`src/rtl/pipe_controller_if.sv`:
```
// Control-side bundle between the 5-stage datapath/hazard unit (master) and pipe_controller (slave).
// Parameters must match the ones given to pipe_controller.
interface pipe_controller_if #(
  parameter int ALUC_W = 3,
  parameter int IMM_W  = 3,
  parameter int CNT_W  = 32
);
  logic [6:0]        op_d;
  logic [2:0]        func3_d;
  logic [6:0]        func7_d;
  logic              valid_d;
  logic              flush_e;
  logic              zero_e;
  logic              lt_e;

  logic [IMM_W-1:0]  imm_src_d;
  logic [ALUC_W-1:0] alu_control_e;
  logic              alu_src_e;
  logic              jalr_e;
  logic              pc_src_e;
  logic              result_src_e0;
  logic              reg_write_m;
  logic              mem_write_m;
  logic [1:0]        result_src_m;
  logic              reg_write_w;
  logic [1:0]        result_src_w;
  logic [CNT_W-1:0]  retired_cnt;
  logic [CNT_W-1:0]  flush_cnt;

  modport master (
    output op_d, func3_d, func7_d, valid_d, flush_e, zero_e, lt_e,
    input  imm_src_d, alu_control_e, alu_src_e, jalr_e, pc_src_e, result_src_e0,
           reg_write_m, mem_write_m, result_src_m, reg_write_w, result_src_w,
           retired_cnt, flush_cnt
  );

  modport slave (
    input  op_d, func3_d, func7_d, valid_d, flush_e, zero_e, lt_e,
    output imm_src_d, alu_control_e, alu_src_e, jalr_e, pc_src_e, result_src_e0,
           reg_write_m, mem_write_m, result_src_m, reg_write_w, result_src_w,
           retired_cnt, flush_cnt
  );
endinterface

```
`src/rtl/pipe_controller.sv`:
```
// Pipelined control unit: decode in D, control bundle carried through ID/EX, EX/MEM, MEM/WB.
// Optional retired/flush counters are built only when PIPE_CTRL_PERF_EN is defined.
module pipe_controller #(
  parameter int ALUC_W = 3,
  parameter int IMM_W  = 3,
  parameter int CNT_W  = 32
) (
  input  logic            clk,
  input  logic            rst,
  pipe_controller_if.slave bus
);

  localparam logic [6:0] OP_R    = 7'b0110011;
  localparam logic [6:0] OP_LOAD = 7'b0000011;
  localparam logic [6:0] OP_I    = 7'b0010011;
  localparam logic [6:0] OP_JALR = 7'b1100111;
  localparam logic [6:0] OP_S    = 7'b0100011;
  localparam logic [6:0] OP_J    = 7'b1101111;
  localparam logic [6:0] OP_B    = 7'b1100011;
  localparam logic [6:0] OP_U    = 7'b0110111;

  logic [2:0] alu3;
  logic [2:0] imm3;
  logic [1:0] dec_result_src;
  logic       dec_known;
  logic       dec_reg_write;
  logic       dec_mem_write;
  logic       dec_jump;
  logic       dec_branch;
  logic       dec_alu_src;
  logic       dec_jalr;
  logic       dec_valid;

  always_comb begin
    alu3           = 3'b000;
    imm3           = 3'b000;
    dec_result_src = 2'b00;
    dec_known      = 1'b0;
    dec_reg_write  = 1'b0;
    dec_mem_write  = 1'b0;
    dec_jump       = 1'b0;
    dec_branch     = 1'b0;
    dec_alu_src    = 1'b0;
    dec_jalr       = 1'b0;
    case (bus.op_d)
      OP_R: begin
        dec_known     = 1'b1;
        dec_reg_write = 1'b1;
        case (bus.func3_d)
          3'b000:  alu3 = (bus.func7_d == 7'b0100000) ? 3'b110 : 3'b010;
          3'b111:  alu3 = 3'b000;
          3'b110:  alu3 = 3'b001;
          3'b010:  alu3 = 3'b100;
          3'b011:  alu3 = 3'b111;
          default: alu3 = 3'b000;
        endcase
      end
      OP_LOAD: begin
        dec_known      = 1'b1;
        dec_reg_write  = 1'b1;
        dec_result_src = 2'b01;
        dec_alu_src    = 1'b1;
      end
      OP_I: begin
        dec_known     = 1'b1;
        dec_reg_write = 1'b1;
        dec_alu_src   = 1'b1;
        case (bus.func3_d)
          3'b000:  alu3 = 3'b010;
          3'b100:  alu3 = 3'b011;
          3'b110:  alu3 = 3'b001;
          3'b010:  alu3 = 3'b100;
          3'b011: begin
            alu3 = 3'b111;
            imm3 = 3'b101;
          end
          default: alu3 = 3'b000;
        endcase
      end
      OP_JALR: begin
        dec_known      = 1'b1;
        dec_jalr       = 1'b1;
        dec_alu_src    = 1'b1;
        dec_result_src = 2'b10;
        dec_reg_write  = 1'b1;
      end
      OP_S: begin
        dec_known     = 1'b1;
        imm3          = 3'b001;
        dec_alu_src   = 1'b1;
        dec_mem_write = 1'b1;
      end
      OP_J: begin
        dec_known      = 1'b1;
        dec_result_src = 2'b10;
        imm3           = 3'b011;
        dec_reg_write  = 1'b1;
        dec_jump       = 1'b1;
      end
      OP_B: begin
        dec_known  = 1'b1;
        dec_branch = 1'b1;
        imm3       = 3'b010;
        case (bus.func3_d)
          3'b000, 3'b001: alu3 = 3'b110;
          3'b100, 3'b101: alu3 = 3'b111;
          default:        alu3 = 3'b000;
        endcase
      end
      OP_U: begin
        dec_known      = 1'b1;
        dec_result_src = 2'b11;
        imm3           = 3'b100;
        dec_reg_write  = 1'b1;
      end
      default: dec_known = 1'b0;
    endcase
    // An unknown opcode is demoted to a bubble so nothing downstream acts on it.
    dec_valid = bus.valid_d & dec_known;
  end

  assign bus.imm_src_d = dec_valid ? IMM_W'(imm3) : '0;

  // ID/EX: the whole bundle is zero for bubbles, so later stages need no extra gating.
  logic              valid_e_reg,       valid_e_next;
  logic              reg_write_e_reg,   reg_write_e_next;
  logic              mem_write_e_reg,   mem_write_e_next;
  logic              jump_e_reg,        jump_e_next;
  logic              branch_e_reg,      branch_e_next;
  logic              alu_src_e_reg,     alu_src_e_next;
  logic              jalr_e_reg,        jalr_e_next;
  logic [1:0]        result_src_e_reg,  result_src_e_next;
  logic [ALUC_W-1:0] alu_control_e_reg, alu_control_e_next;
  logic [2:0]        func3_e_reg,       func3_e_next;

  always_comb begin
    valid_e_next       = 1'b0;
    reg_write_e_next   = 1'b0;
    mem_write_e_next   = 1'b0;
    jump_e_next        = 1'b0;
    branch_e_next      = 1'b0;
    alu_src_e_next     = 1'b0;
    jalr_e_next        = 1'b0;
    result_src_e_next  = 2'b00;
    alu_control_e_next = '0;
    func3_e_next       = 3'b000;
    if (!bus.flush_e && dec_valid) begin
      valid_e_next       = 1'b1;
      reg_write_e_next   = dec_reg_write;
      mem_write_e_next   = dec_mem_write;
      jump_e_next        = dec_jump;
      branch_e_next      = dec_branch;
      alu_src_e_next     = dec_alu_src;
      jalr_e_next        = dec_jalr;
      result_src_e_next  = dec_result_src;
      alu_control_e_next = ALUC_W'(alu3);
      func3_e_next       = bus.func3_d;
    end
  end

  always_ff @(posedge clk or posedge rst) begin
    if (rst) begin
      valid_e_reg       <= 1'b0;
      reg_write_e_reg   <= 1'b0;
      mem_write_e_reg   <= 1'b0;
      jump_e_reg        <= 1'b0;
      branch_e_reg      <= 1'b0;
      alu_src_e_reg     <= 1'b0;
      jalr_e_reg        <= 1'b0;
      result_src_e_reg  <= 2'b00;
      alu_control_e_reg <= '0;
      func3_e_reg       <= 3'b000;
    end else begin
      valid_e_reg       <= valid_e_next;
      reg_write_e_reg   <= reg_write_e_next;
      mem_write_e_reg   <= mem_write_e_next;
      jump_e_reg        <= jump_e_next;
      branch_e_reg      <= branch_e_next;
      alu_src_e_reg     <= alu_src_e_next;
      jalr_e_reg        <= jalr_e_next;
      result_src_e_reg  <= result_src_e_next;
      alu_control_e_reg <= alu_control_e_next;
      func3_e_reg       <= func3_e_next;
    end
  end

  logic taken;

  always_comb begin
    taken = 1'b0;
    case (func3_e_reg)
      3'b000:  taken = bus.zero_e;
      3'b001:  taken = ~bus.zero_e;
      3'b100:  taken = bus.lt_e;
      3'b101:  taken = ~bus.lt_e;
      default: taken = 1'b0;
    endcase
  end

  assign bus.pc_src_e      = valid_e_reg & ((branch_e_reg & taken) | jump_e_reg | jalr_e_reg);
  assign bus.alu_control_e = alu_control_e_reg;
  assign bus.alu_src_e     = alu_src_e_reg;
  assign bus.jalr_e        = jalr_e_reg;
  assign bus.result_src_e0 = result_src_e_reg[0];

  logic       reg_write_m_reg;
  logic       mem_write_m_reg;
  logic [1:0] result_src_m_reg;
  logic       reg_write_w_reg;
  logic [1:0] result_src_w_reg;

  always_ff @(posedge clk or posedge rst) begin
    if (rst) begin
      reg_write_m_reg  <= 1'b0;
      mem_write_m_reg  <= 1'b0;
      result_src_m_reg <= 2'b00;
      reg_write_w_reg  <= 1'b0;
      result_src_w_reg <= 2'b00;
    end else begin
      reg_write_m_reg  <= reg_write_e_reg;
      mem_write_m_reg  <= mem_write_e_reg;
      result_src_m_reg <= result_src_e_reg;
      reg_write_w_reg  <= reg_write_m_reg;
      result_src_w_reg <= result_src_m_reg;
    end
  end

  assign bus.reg_write_m  = reg_write_m_reg;
  assign bus.mem_write_m  = mem_write_m_reg;
  assign bus.result_src_m = result_src_m_reg;
  assign bus.reg_write_w  = reg_write_w_reg;
  assign bus.result_src_w = result_src_w_reg;

`ifdef PIPE_CTRL_PERF_EN
  // valid only needs to travel past E when something counts retirements.
  logic             valid_m_reg;
  logic             valid_w_reg;
  logic [CNT_W-1:0] retired_cnt_reg;
  logic [CNT_W-1:0] flush_cnt_reg;

  always_ff @(posedge clk or posedge rst) begin
    if (rst) begin
      valid_m_reg     <= 1'b0;
      valid_w_reg     <= 1'b0;
      retired_cnt_reg <= '0;
      flush_cnt_reg   <= '0;
    end else begin
      valid_m_reg <= valid_e_reg;
      valid_w_reg <= valid_m_reg;
      if (valid_w_reg)
        retired_cnt_reg <= retired_cnt_reg + 1'b1;
      if (bus.flush_e && bus.valid_d)
        flush_cnt_reg <= flush_cnt_reg + 1'b1;
    end
  end

  assign bus.retired_cnt = retired_cnt_reg;
  assign bus.flush_cnt   = flush_cnt_reg;
`else
  assign bus.retired_cnt = {CNT_W{1'b0}};
  assign bus.flush_cnt   = {CNT_W{1'b0}};
`endif

endmodule

```
`src/flat_wrapper.sv`:
```
// flat-port wrapper written by rule: the top's interface ports become plain ports
module pipe_controller_flat 
#(
  parameter int ALUC_W = 3,
  parameter int IMM_W  = 3,
  parameter int CNT_W  = 32
)
  (clk, rst, bus_op_d, bus_func3_d, bus_func7_d, bus_valid_d, bus_flush_e, bus_zero_e, bus_lt_e, bus_imm_src_d, bus_alu_control_e, bus_alu_src_e, bus_jalr_e, bus_pc_src_e, bus_result_src_e0, bus_reg_write_m, bus_mem_write_m, bus_result_src_m, bus_reg_write_w, bus_result_src_w, bus_retired_cnt, bus_flush_cnt);
  pipe_controller_if #(.ALUC_W(ALUC_W), .IMM_W(IMM_W), .CNT_W(CNT_W)) bus_i ();
  input  logic clk;
  input  logic rst;
  input wire logic [$bits(bus_i.op_d)-1:0] bus_op_d;
  input wire logic [$bits(bus_i.func3_d)-1:0] bus_func3_d;
  input wire logic [$bits(bus_i.func7_d)-1:0] bus_func7_d;
  input wire logic [$bits(bus_i.valid_d)-1:0] bus_valid_d;
  input wire logic [$bits(bus_i.flush_e)-1:0] bus_flush_e;
  input wire logic [$bits(bus_i.zero_e)-1:0] bus_zero_e;
  input wire logic [$bits(bus_i.lt_e)-1:0] bus_lt_e;
  output wire logic [$bits(bus_i.imm_src_d)-1:0] bus_imm_src_d;
  output wire logic [$bits(bus_i.alu_control_e)-1:0] bus_alu_control_e;
  output wire logic [$bits(bus_i.alu_src_e)-1:0] bus_alu_src_e;
  output wire logic [$bits(bus_i.jalr_e)-1:0] bus_jalr_e;
  output wire logic [$bits(bus_i.pc_src_e)-1:0] bus_pc_src_e;
  output wire logic [$bits(bus_i.result_src_e0)-1:0] bus_result_src_e0;
  output wire logic [$bits(bus_i.reg_write_m)-1:0] bus_reg_write_m;
  output wire logic [$bits(bus_i.mem_write_m)-1:0] bus_mem_write_m;
  output wire logic [$bits(bus_i.result_src_m)-1:0] bus_result_src_m;
  output wire logic [$bits(bus_i.reg_write_w)-1:0] bus_reg_write_w;
  output wire logic [$bits(bus_i.result_src_w)-1:0] bus_result_src_w;
  output wire logic [$bits(bus_i.retired_cnt)-1:0] bus_retired_cnt;
  output wire logic [$bits(bus_i.flush_cnt)-1:0] bus_flush_cnt;
  assign bus_i.op_d = bus_op_d;
  assign bus_i.func3_d = bus_func3_d;
  assign bus_i.func7_d = bus_func7_d;
  assign bus_i.valid_d = bus_valid_d;
  assign bus_i.flush_e = bus_flush_e;
  assign bus_i.zero_e = bus_zero_e;
  assign bus_i.lt_e = bus_lt_e;
  assign bus_imm_src_d = bus_i.imm_src_d;
  assign bus_alu_control_e = bus_i.alu_control_e;
  assign bus_alu_src_e = bus_i.alu_src_e;
  assign bus_jalr_e = bus_i.jalr_e;
  assign bus_pc_src_e = bus_i.pc_src_e;
  assign bus_result_src_e0 = bus_i.result_src_e0;
  assign bus_reg_write_m = bus_i.reg_write_m;
  assign bus_mem_write_m = bus_i.mem_write_m;
  assign bus_result_src_m = bus_i.result_src_m;
  assign bus_reg_write_w = bus_i.reg_write_w;
  assign bus_result_src_w = bus_i.result_src_w;
  assign bus_retired_cnt = bus_i.retired_cnt;
  assign bus_flush_cnt = bus_i.flush_cnt;
  pipe_controller #(.ALUC_W(ALUC_W), .IMM_W(IMM_W), .CNT_W(CNT_W)) u_core (.clk(clk), .rst(rst), .bus(bus_i));
endmodule
```
`config.mk`:
```
export PLATFORM = sky130hd
export DESIGN_NAME = pipe_controller_flat
export DESIGN_NICKNAME = d
export VERILOG_FILES = /design/src/rtl/pipe_controller_if.sv /design/src/rtl/pipe_controller.sv /design/src/flat_wrapper.sv
export SDC_FILE = /design/constraint.sdc
export NUM_CORES = 1
export LEC_CHECK = 0
export BUFFER_PORTS_ARGS = -buffer_cell sky130_fd_sc_hd__buf_2
export CELL_PAD_IN_SITES_DETAIL_PLACEMENT = 0
export CELL_PAD_IN_SITES_GLOBAL_PLACEMENT = 1
export CORE_MARGIN = 2
export CORE_UTILIZATION = 32
export CTS_CLUSTER_SIZE = 40
export DETAILED_ROUTE_END_ITERATION = 7
export PLACE_DENSITY_LB_ADDON = 0.2
export SKIP_LAST_GASP = 1
export SYNTH_ARGS = -nofsm -noshare
export SYNTH_HDL_FRONTEND = slang
export SYNTH_SLANG_ARGS = --single-unit
```
`constraint.sdc`:
```
create_clock -name clk -period 3.5 [get_ports clk]
set_input_delay 0.525 -clock clk [delete_from_list [all_inputs] [get_ports clk]]
set_output_delay 0.525 -clock clk [all_outputs]
set_load 0.02 [all_outputs]
```
==> out/metrics.yaml <==
clock_network:
  post_cts_buffers: 0
  cts_resized: 0
  insertion_delay_ns: 0.26
  htree_num_levels: 1
  ctsHoldBuffers: 0
  cts_buffers: 3
  cts.sinks: 22
  cts_tree: "built"
  clk_path_buf_depth: 2
  path_clk_slew_ns: 0.08
  root_buffer: "clkbuf_8"
layout:
  multi_input_area_um2: 788
  layout.nets: 236
  regArea_um2: 551
  drive_gt1_share_pct: 25.0
  fill_cells: 568
  antenna_cells: 0
  area_growth_syn_to_layout_pct: 3.98
power:
  power_leakage_uw: 0.000890
  vdd_ir_drop_max_uv: 98.2
  power.density_nw_per_um2: 356
worst_setup_path:
  rr_startpoint: "u_core.bus.result_src_m[0]"
  critical_path_class: "input port to output port"
  required_ns: 2.97
  r2r_slack_ns: 3.02
  crit_fanout: 15
  arrival_ns: 1.88
  r2r-end: "u_core.bus.result_src_w[0]"
  cp-end-kind: "output port"
  crit_end: "bus_imm_src_d[1]"
  start_kind: "input port"
  worstRegToRegCells: 0
  critPathLaunch: "bus_op_d[5]"
floorplan:
  core_area_um2: 5010
  io_pins: 104
  rows: 26
  die_h_um: 75.5
  start_util_pct: 32.6
  die_area_um2: 5700
  die_w_um: 75.5
yosys:
  synth.most_common_cell: "buf_4"
  avgSynthCellArea_um2: 9.24
  yosys-top-cells-area: "dfrtp_1 34%, buf_4 30%, nor3_1 2.8%, nor2_1 2.1%, nor3b_1 1.8%"
  synth.top_cell.area_share_pct: 33.7
  synth-seq-cells: 22
  yosysTopAreaCell: "dfrtp_1"
  ys_types: 42
  synth_edf_count: 0
  ys_warn_count: 0
  seq_area_frac_synth_pct: 33.7
  synth_top_flop_cell: "dfrtp_1"
  synth_top_cells_by_count: "66 x buf_4, 22 x dfrtp_1, 9 x nor2_1, 9 x nor3_1, 6 x nand2_1"
  async_reset_ff_share_pct: 100
  syn_inst: 177
  netlist_area_um2: 1640
sta:
  fin_crit_sh_pct: 68.9
  rsz0062_at_grt: "no"
  setup_viol: 0
  relSlewSlack_pct: 48.5
  clock_skew_ns: 0.000382
  fin_setup_tns_ns: 0
  whs_ns: 0.351
  max_freq_ghz: 0.415
  drv_slew: 0
  hold_viol_final: 0
  worst_pin_slew_ns: 0.772
  post-route-min-period_ns: 2.41
detailed_routing:
  drt_pass1_iterations: 4
  routed_wl_mm: 2.70
  viasPerCell: 3.82
  drtIter0Drc: 43
  drc_errors: 0
  num_vias: 1076
  ant_nets: 0
  wl_per_cell_um: 9.58
grt:
  grt_pass1_wl_mm: 4.09
  track_usage_pct: 9.25
  first_global_vias: 817
  grt_max_degree: 23
  antenna_found_initial: 0
  grt.overflow.total: 0
placement:
  gp_congestion: 0.757
  dp_hpwl_mm: 2.12
  numPortBuffers: 39
run_status:
  outcome: "complete, no violations"
min_path:
  hold_class: "flip-flop to flip-flop"
  holdCritStartpoint: "u_core.mem_write_e_reg"
run:
  drv_cap: 0
## metrics by stage
step / area [µm²] / setup slack, ns / std cells / total power [µW] / utilization [%]
after floorplan: 1870 / 1.33 / 240 / 417 / -
after global placement: 1630 / 1.10 / 278 / 384 / 32.5
after detailed placement: 1630 / 1.05 / 278 / 383 / 32.5
after CTS: 1700 / 1.04 / 282 / 611 / 33.9
after global routing: 1700 / 0.965 / 282 / 638 / 33.9
final: 1700 / 1.09 / 282 / 605 / 33.9
## area by class of cell
cell class,count,share of cell area (%)
multi-input cells,145,46.4
flip-flops and latches,22,32.4
inverters,2,0.442
clock buffers,3,2.43
clock inverters,1,1.77
repair buffers,39,11.5
well taps,70,5.15
## how the worst min path moves through the flow
stage / endpoint / cells after the start
after floorplan: u_core.bus.mem_write_m / 0
after global placement: u_core.bus.mem_write_m / 0
after detailed placement: u_core.bus.mem_write_m / 0
after CTS: u_core.bus.mem_write_m / 0
after global routing: u_core.bus.reg_write_m / 0
final: u_core.bus.mem_write_m / 0
## critical path: stages
cell and delay (ns):
buf_2 0.20, nor2b_1 0.17, nor4_1 0.28, o311ai_1 0.20
nor4_2 0.30, buf_2 0.21
## cell usage in the layout (no fill, tap or decap), types with 3 or more instances in the layout
cell type,instances
a21oi_1,5
buf_2,39
clkbuf_8,3
conb_1,64
dfrtp_1,22
nand2_1,6
nand3_1,3
nand3b_1,3
nor2_1,9
nor2b_1,4
nor3_1,9
nor3b_1,4
o21ai_0,3
## routing by layer
layer	routed length (µm)	GRT usage, %	vias up
met2	1140	12.4	54
met4	25	4.09	0
li1	-	-	542
met5	0	0	-
met3	245	1.59	2
met1	1290	14.4	478
## power breakdown
part	leakage [µW]	internal, µW	total (µW)	switching [µW]
logic	0.000547	23.5	124	100
registers	0.000307	255	255	0.208
clock network	0.0000357	152	226	74.0
## kinds of logic after synthesis
logic type / Yosys count / share of synthesized area (%)
xor+xnor: 2 / 1.07
simple gates: 60 / 24.6
other cells: 1 / 0.229
buf+inv: 73 / 32.6
flops: 22 / 33.7
compound gates: 18 / 7.27
mux: 1 / 0.612
No activity file was read; power rests on OpenSTA's default activity.
